## src/rtl/m_spi_arbiter.sv

```systemverilog
`default_nettype none
// ============================================================================
// Module   : m_spi_arbiter
// Purpose  : Round-robin arbiter sharing one SPI-master register port between
//            NREQ sequencer clients. A granted client owns the port for a whole
//            transaction until it drops req. A watchdog reclaims the port from
//            an owner that holds req without issuing strobes, and blocks that
//            client until it drops req.
// Revision : 1.0 - initial release
// ----------------------------------------------------------------------------
// Ports
//   I_CLK, I_RESETN       clock (posedge), asynchronous active-low reset
//   req[NREQ]             per-client level request for port ownership
//   gnt[NREQ]             registered one-hot grant
//   owner[3]              index of current or last owner
//   busy                  high while in GRANT or RELEASE
//   timeout_err           one-cycle pulse on a watchdog release
//   c_tx_en/c_waddr/c_wdata/c_rx_en/c_raddr   per-client register strobes
//   c_rdata[DW]           read data broadcast to all clients (combinational)
//   I_TX_EN/I_WADDR/I_WDATA/I_RX_EN/I_RADDR   registered port to SPI master
//   O_RDATA[DW]           read data from SPI master
// ============================================================================
module m_spi_arbiter #(
  parameter int NREQ    = 2,
  parameter int DW      = 8,
  parameter int TIMEOUT = 256
) (
  input  logic                 I_CLK,
  input  logic                 I_RESETN,
  input  logic [NREQ-1:0]      req,
  output logic [NREQ-1:0]      gnt,
  output logic [2:0]           owner,
  output logic                 busy,
  output logic                 timeout_err,
  input  logic [NREQ-1:0]      c_tx_en,
  input  logic [3*NREQ-1:0]    c_waddr,
  input  logic [DW*NREQ-1:0]   c_wdata,
  input  logic [NREQ-1:0]      c_rx_en,
  input  logic [3*NREQ-1:0]    c_raddr,
  output logic [DW-1:0]        c_rdata,
  output logic                 I_TX_EN,
  output logic [2:0]           I_WADDR,
  output logic [DW-1:0]        I_WDATA,
  output logic                 I_RX_EN,
  output logic [2:0]           I_RADDR,
  input  logic [DW-1:0]        O_RDATA
);

  localparam logic [1:0] S_IDLE    = 2'd0;
  localparam logic [1:0] S_GRANT   = 2'd1;
  localparam logic [1:0] S_RELEASE = 2'd2;

  logic [1:0]      r_state, w_state_nxt;
  logic [2:0]      r_owner, w_owner_nxt;
  logic [2:0]      r_ptr, w_ptr_nxt;
  logic [2:0]      w_sel;
  logic            w_any;
  logic [NREQ-1:0] r_gnt, w_gnt_nxt;
  logic [NREQ-1:0] r_blocked, w_blocked_nxt;
  logic [NREQ-1:0] w_elig;
  logic [NREQ-1:0] w_owner_hot;
  logic            r_terr;
  logic            w_rel_timeout;
  logic            w_wd_expire;

  logic            w_own_req, w_own_tx, w_own_rx, w_own_strobe;
  logic [2:0]      w_own_waddr, w_own_raddr;
  logic [DW-1:0]   w_own_wdata;

  logic            r_tx_en, r_rx_en;
  logic [2:0]      r_waddr, r_raddr;
  logic [DW-1:0]   r_wdata;

  // --------------------------------------------------------------------------
  // Current-owner multiplexer (constant indices only; owner is always < NREQ)
  // --------------------------------------------------------------------------
  always_comb begin
    w_owner_hot = '0;
    w_own_req   = 1'b0;
    w_own_tx    = 1'b0;
    w_own_rx    = 1'b0;
    w_own_waddr = '0;
    w_own_raddr = '0;
    w_own_wdata = '0;
    for (int k = 0; k < NREQ; k++) begin
      if (r_owner == 3'(k)) begin
        w_owner_hot[k] = 1'b1;
        w_own_req      = req[k];
        w_own_tx       = c_tx_en[k];
        w_own_rx       = c_rx_en[k];
        w_own_waddr    = c_waddr[3*k +: 3];
        w_own_raddr    = c_raddr[3*k +: 3];
        w_own_wdata    = c_wdata[DW*k +: DW];
      end
    end
  end

  assign w_own_strobe = w_own_tx | w_own_rx;

  // --------------------------------------------------------------------------
  // Round-robin selection: first eligible index at or above the pointer,
  // wrapping modulo NREQ. Outer loop is the search offset, so the lowest
  // offset wins.
  // --------------------------------------------------------------------------
  assign w_elig = req & ~r_blocked;

  always_comb begin
    w_any = 1'b0;
    w_sel = r_ptr;
    for (int i = 0; i < NREQ; i++) begin
      for (int k = 0; k < NREQ; k++) begin
        if (!w_any && w_elig[k] && (k == ((int'(r_ptr) + i) % NREQ))) begin
          w_any = 1'b1;
          w_sel = 3'(k);
        end
      end
    end
  end

  // --------------------------------------------------------------------------
  // Watchdog: consecutive strobe-free GRANT cycles. Expiry is flagged on the
  // TIMEOUT-th idle cycle; the FSM only treats it as a timeout if req is held.
  // --------------------------------------------------------------------------
  generate
    if (TIMEOUT > 0) begin : g_wd
      localparam int WDW = (TIMEOUT > 1) ? $clog2(TIMEOUT) : 1;
      logic [WDW-1:0] r_wd;
      logic           w_wd_last;

      assign w_wd_last = (r_wd == WDW'(TIMEOUT - 1));

      always_ff @(posedge I_CLK or negedge I_RESETN) begin
        if (!I_RESETN) begin
          r_wd <= '0;
        end else if ((r_state != S_GRANT) || w_own_strobe) begin
          r_wd <= '0;
        end else if (!w_wd_last) begin
          r_wd <= r_wd + WDW'(1);
        end
      end

      assign w_wd_expire = (r_state == S_GRANT) && !w_own_strobe && w_wd_last;
    end else begin : g_no_wd
      assign w_wd_expire = 1'b0;
    end
  endgenerate

  // --------------------------------------------------------------------------
  // FSM: state register
  // --------------------------------------------------------------------------
  always_ff @(posedge I_CLK or negedge I_RESETN) begin
    if (!I_RESETN) begin
      r_state   <= S_IDLE;
      r_gnt     <= '0;
      r_owner   <= '0;
      r_ptr     <= '0;
      r_blocked <= '0;
      r_terr    <= 1'b0;
    end else begin
      r_state   <= w_state_nxt;
      r_gnt     <= w_gnt_nxt;
      r_owner   <= w_owner_nxt;
      r_ptr     <= w_ptr_nxt;
      r_blocked <= w_blocked_nxt;
      r_terr    <= w_rel_timeout;
    end
  end

  // --------------------------------------------------------------------------
  // FSM: next-state logic
  // --------------------------------------------------------------------------
  always_comb begin
    w_state_nxt = r_state;
    case (r_state)
      S_IDLE:    if (w_any) w_state_nxt = S_GRANT;
      S_GRANT:   if (!w_own_req || w_wd_expire) w_state_nxt = S_RELEASE;
      S_RELEASE: w_state_nxt = S_IDLE;
      default:   w_state_nxt = S_IDLE;
    endcase
  end

  // --------------------------------------------------------------------------
  // FSM: output / bookkeeping logic
  // --------------------------------------------------------------------------
  always_comb begin
    // A falling req wins over a simultaneous watchdog expiry.
    w_rel_timeout = (r_state == S_GRANT) && w_own_req && w_wd_expire;
    w_owner_nxt   = ((r_state == S_IDLE) && w_any) ? w_sel : r_owner;

    w_gnt_nxt = '0;
    for (int k = 0; k < NREQ; k++) begin
      w_gnt_nxt[k] = (w_state_nxt == S_GRANT) && (w_owner_nxt == 3'(k));
    end

    w_ptr_nxt = r_ptr;
    if ((r_state == S_GRANT) && (w_state_nxt == S_RELEASE)) begin
      w_ptr_nxt = (r_owner == 3'(NREQ - 1)) ? 3'd0 : r_owner + 3'd1;
    end

    // A block is dropped on any cycle the client's req is low.
    w_blocked_nxt = (r_blocked | (w_rel_timeout ? w_owner_hot : '0)) & req;
  end

  assign busy = (r_state != S_IDLE);

  // --------------------------------------------------------------------------
  // Forwarding registers. Only GRANT forwards the owner's strobes; every other
  // state loads zero strobes. Addresses/data hold when their strobe is low.
  // --------------------------------------------------------------------------
  always_ff @(posedge I_CLK or negedge I_RESETN) begin
    if (!I_RESETN) begin
      r_tx_en <= 1'b0;
      r_rx_en <= 1'b0;
      r_waddr <= '0;
      r_wdata <= '0;
      r_raddr <= '0;
    end else if (r_state == S_GRANT) begin
      r_tx_en <= w_own_tx;
      r_rx_en <= w_own_rx;
      if (w_own_tx) begin
        r_waddr <= w_own_waddr;
        r_wdata <= w_own_wdata;
      end
      if (w_own_rx) begin
        r_raddr <= w_own_raddr;
      end
    end else begin
      r_tx_en <= 1'b0;
      r_rx_en <= 1'b0;
    end
  end

  assign gnt         = r_gnt;
  assign owner       = r_owner;
  assign timeout_err = r_terr;
  assign I_TX_EN     = r_tx_en;
  assign I_WADDR     = r_waddr;
  assign I_WDATA     = r_wdata;
  assign I_RX_EN     = r_rx_en;
  assign I_RADDR     = r_raddr;
  assign c_rdata     = O_RDATA;

endmodule
`default_nettype wire

```

## config.mk

```make
export PLATFORM = sky130hd
export DESIGN_NAME = m_spi_arbiter
export DESIGN_NICKNAME = d
export VERILOG_FILES = /design/src/rtl/m_spi_arbiter.sv
export SDC_FILE = /design/constraint.sdc
export NUM_CORES = 1
export LEC_CHECK = 0
export ABC_CLOCK_PERIOD_IN_PS = 3600
export BUFFER_PORTS_ARGS = -buffer_cell sky130_fd_sc_hd__buf_2
export CAP_MARGIN = 0
export CELL_PAD_IN_SITES_DETAIL_PLACEMENT = 1
export CELL_PAD_IN_SITES_GLOBAL_PLACEMENT = 2
export CORE_ASPECT_RATIO = 0.6
export CORE_MARGIN = 2
export CORE_UTILIZATION = 31
export CTS_CLUSTER_DIAMETER = 40
export DETAILED_ROUTE_END_ITERATION = 6
export PLACE_DENSITY = 0.85
export REMOVE_ABC_BUFFERS = 1
export SKIP_CTS_REPAIR_TIMING = 1
export SLEW_MARGIN = 20
export SYNTH_ARGS = -nofsm -noshare
export SYNTH_HDL_FRONTEND = slang
export SYNTH_SLANG_ARGS = --single-unit
export TNS_END_PERCENT = 100
```

## constraint.sdc

```tcl
create_clock -name I_CLK -period 3.6 [get_ports I_CLK]
set_input_delay 0.18 -clock I_CLK [delete_from_list [all_inputs] [get_ports I_CLK]]
set_output_delay 0.18 -clock I_CLK [all_outputs]
set_load 0.02 [all_outputs]
```

==> metrics.md <==
| Metric | Value |
|---|---|
| Outcome | `complete, but fails checks` |
| Failing checks | `hold timing` |
| Power Total | `1.70 mW` |
| Die Y | `around 64 µm` |
| Area share of fa/ha/maj cells after synthesis | `0.682%` |
| Final count of pins violating max slew | `0` |
| Post-route setup slack | `1.41 ns` |
| Startpoint Class | `flip-flop` |
| RD Place Congestion | `0.780` |
| Dpl cell area | `2120 µm²` |
| Critical path arrival | `around 2.4 ns` |
| Port Buffers | `58` |
| Simple-gate share of the synthesized area | `16.1%` |
| Seq pwr share | `36.0%` |
| First-pass GRT wire length | `between 7000 and 8000 µm` |
| Main combinational cell family by area after synthesis | `multiplexers` |
| Vias per cell | `between 4 and 5` |
| Netlist cell types | `41` |
| WP data required | `3.78 ns` |
| Final min period | `2.19 ns` |
| Net Sw Frac | `around 40%` |
| Total length of routed met2 wires | `1820 µm` |
| Detailed Route WL | `between 4000 and 5000 µm` |
| Antenna violations before repair | `0` |
| Grt ovf | `0` |
| Ports | `75` |
| H-Tree Depth | `2` |
| Crit. End Element | `flip-flop` |
| Clock Latency Late Sink | `0.30 ns` |
| Leak Pwr | `1.11 nW` |
| Main flop type after synthesis | `dfrtp_1` |
| Slew headroom | `47.3%` |
| Worst slack at placement | `1.41 ns` |
| Crit Path Max Fanout | `17` |
| Logic pwr share | `46.4%` |
| Die width | `103 µm` |
| Clk pwr share | `17.6%` |
| Hold WS | `-0.0354 ns` |
| Max Cap Violations | `0` |
| Std-Cell Rows | `21` |
| CTS Buffer Depth | `2` |
| Die area | `6570 µm²` |
| P_int | `around 1 mW` |
| Iter 0 DRT Violations | `58` |
| Maximum vdd drop | `approximately 0.25 mV` |
| Fmax | `0.457 GHz` |
| Fin area | `2210 µm²` |
| Yosys reg bits | `35` |
| GRT Util Overall | `15.3%` |
| Area growth from synthesis to layout | `20.2%` |
| Fin crit share | `60.8%` |
| TritonCTS clock tree | `built` |
| Syn_area_per_cell | `11.3 µm²` |
| Hold/Removal Path Class | `in2async` |
| Fin nets | `259` |
| Core Box Area | `5650 µm²` |
| Synth Warn # | `0` |
| Worst slew pin tran | `0.790 ns` |
| Critical path class | `reg2reg` |
| Share of the yosys chip area belonging to registers | `between 40% and 50%` |
| Synth Area in Compound Gates | `7.29%` |
| TNS Setup | `0 ns` |
| Detailed-route via count | `1,378` |
| Largest net degree at the start of global routing | `36` |
| RSZ-0062 raised after global routing | `false` |
| Post-synth EDFFs | `0` |
| Final Hold Vio Count | `35` |
| Power Dens Cells | `770 nW/µm²` |
| Met3 wire length | `293 µm` |
| TritonCTS buffer count | `5` |
| Final-report setup violation count | `0` |
| Share of layout cells above drive strength 1 | `41.1%` |
| Drt wl/cell | `15.9 µm` |
| Worst r2r path cells | `4` |
| DRC violations left | `0` |
| NetSw | `between 600 and 700 µW` |
| # diodes | `0` |
| DRT Pass-1 Iters | `4` |
| Synthesized instance count | `162` |
| Clock edge transition at the registers on the reported setup and hold paths | `roughly 0.08 ns` |
| ANT nets after route | `0` |
| Layout Skew | `0.00812 ns` |
| Max layer used | `met4` |
| XOR/XNOR share of the synthesized area | `less than 1%` |
| Clock Tree Root | `clkbuf_8` |
| Vias in the first global route | `1,387` |
| Post-Synthesis Cell Area | `1840 µm²` |
| Mux cell area share after synthesis | `between 20% and 30%` |
| WL met1 | `2560 µm` |
| Detailed placement HPWL | `~3500 µm` |
| Clock Sinks | `35` |
| Initial Utilization | `32.5%` |
| Async set-reset flop share out of synthesis | `100%` |
placed cells by master, fill, tap and decap left out, drive strengths merged, types with 4 or more instances in the layout:
master  synthesis  routed
a21oi           7       7
buf            13      59
clkbuf          1       6
dfrtp          35      35
mux2           15      15
mux2i          18      18
nand2           4       4
nor2           26      26
nor3            7       7
registers in the layout, indices dropped and copies added (netlist names), 2 cells and up:
name	count
I_WDATA	8
g_wd.r_wd	8
I_RADDR	3
I_WADDR	3
owner	3
gnt	2
r_blocked	2
r_state	2
synthesized netlist by cell type (all sizes together) (3+ instances only):
| cell | instances | area share, % |
|---|---|---|
| buf | 13 | 6.1 |
| dfrtp | 35 | 48 |
| a21oi | 7 | 2.1 |
| nor2 | 26 | 6.1 |
| and2 | 3 | 1.0 |
| nand2 | 4 | 0.82 |
| or2 | 3 | 1.2 |
| nor3 | 7 | 1.9 |
| inv | 3 | 0.61 |
| mux2i | 18 | 9.8 |
| mux2 | 15 | 11 |
| nand2b | 3 | 1.0 |
cell type report:
type | count | area (µm²)
Fill cell | 660 | 3440
Sequential cell | 35 | 876
Multi-Input combinational cell | 110 | 833
Timing Repair Buffer | 59 | 298
Tap cell | 80 | 100
Clock buffer | 6 | 82.6
Inverter | 3 | 11.3
Clock inverter | 1 | 5.00
path summary, 6_finish.rpt:
kind / start / to / slack, ns
max in group asynchronous: I_RESETN / g_wd.r_wd[5]$_DFFE_PN0N_ / 3.13
worst max-delay path: owner[2]$_DFF_PN0_ / I_WDATA[0]$_DFFE_PN0P_ / 1.41
worst max register to register: owner[2]$_DFF_PN0_ / I_WDATA[0]$_DFFE_PN0P_ / 1.41
min in group I_CLK: req[0] / r_blocked[0]$_DFF_PN0_ / 0.13
worst min-delay path: I_RESETN / I_TX_EN$_DFF_PN0_ / -0.04
worst min register to register: I_RADDR[1]$_DFFE_PN0P_ / I_RADDR[1]$_DFFE_PN0P_ / 0.50
critical path, stage by stage (launching register included):
cell,delay [ns]
dfrtp_1,0.40
or2_1,0.47
or2_4,0.38
nor2_4,0.42
mux2_2,0.40
logic make-up after synthesis:
group / Yosys count
buf+inv: 17
flops: 35
xor+xnor: 1
fa+ha+maj: 1
compound gates: 19
mux: 33
simple gates: 56
stage by stage:
| stage | hold WS, ns | utilization [%] | instances |
|---|---|---|---|
| after floorplan | -0.116 | - | 148 |
| after global placement | 0.312 | 37.5 | 287 |
| after detailed placement | 0.318 | 37.5 | 287 |
| after CTS | -0.0113 | 39.0 | 294 |
| after global routing | 0.0126 | 39.0 | 294 |
| final | -0.0354 | 39.0 | 294 |
routing by layer:
metal	vias to the layer above	global-route usage, %
met5	-	0
met4	0	2.96
met3	4	6.99
met2	50	19.7
met1	666	23.3
li1	658	-
power groups by stage:
stage,clock network [mW],logic [mW],registers [mW]
floorplan,0,0.403,0.755
global placement,0,0.772,0.612
detailed placement,0,0.793,0.617
CTS,0.312,0.796,0.613
global route,0.331,0.848,0.627
finish,0.300,0.788,0.611
Note: power is estimated with default switching activity, not from simulation.
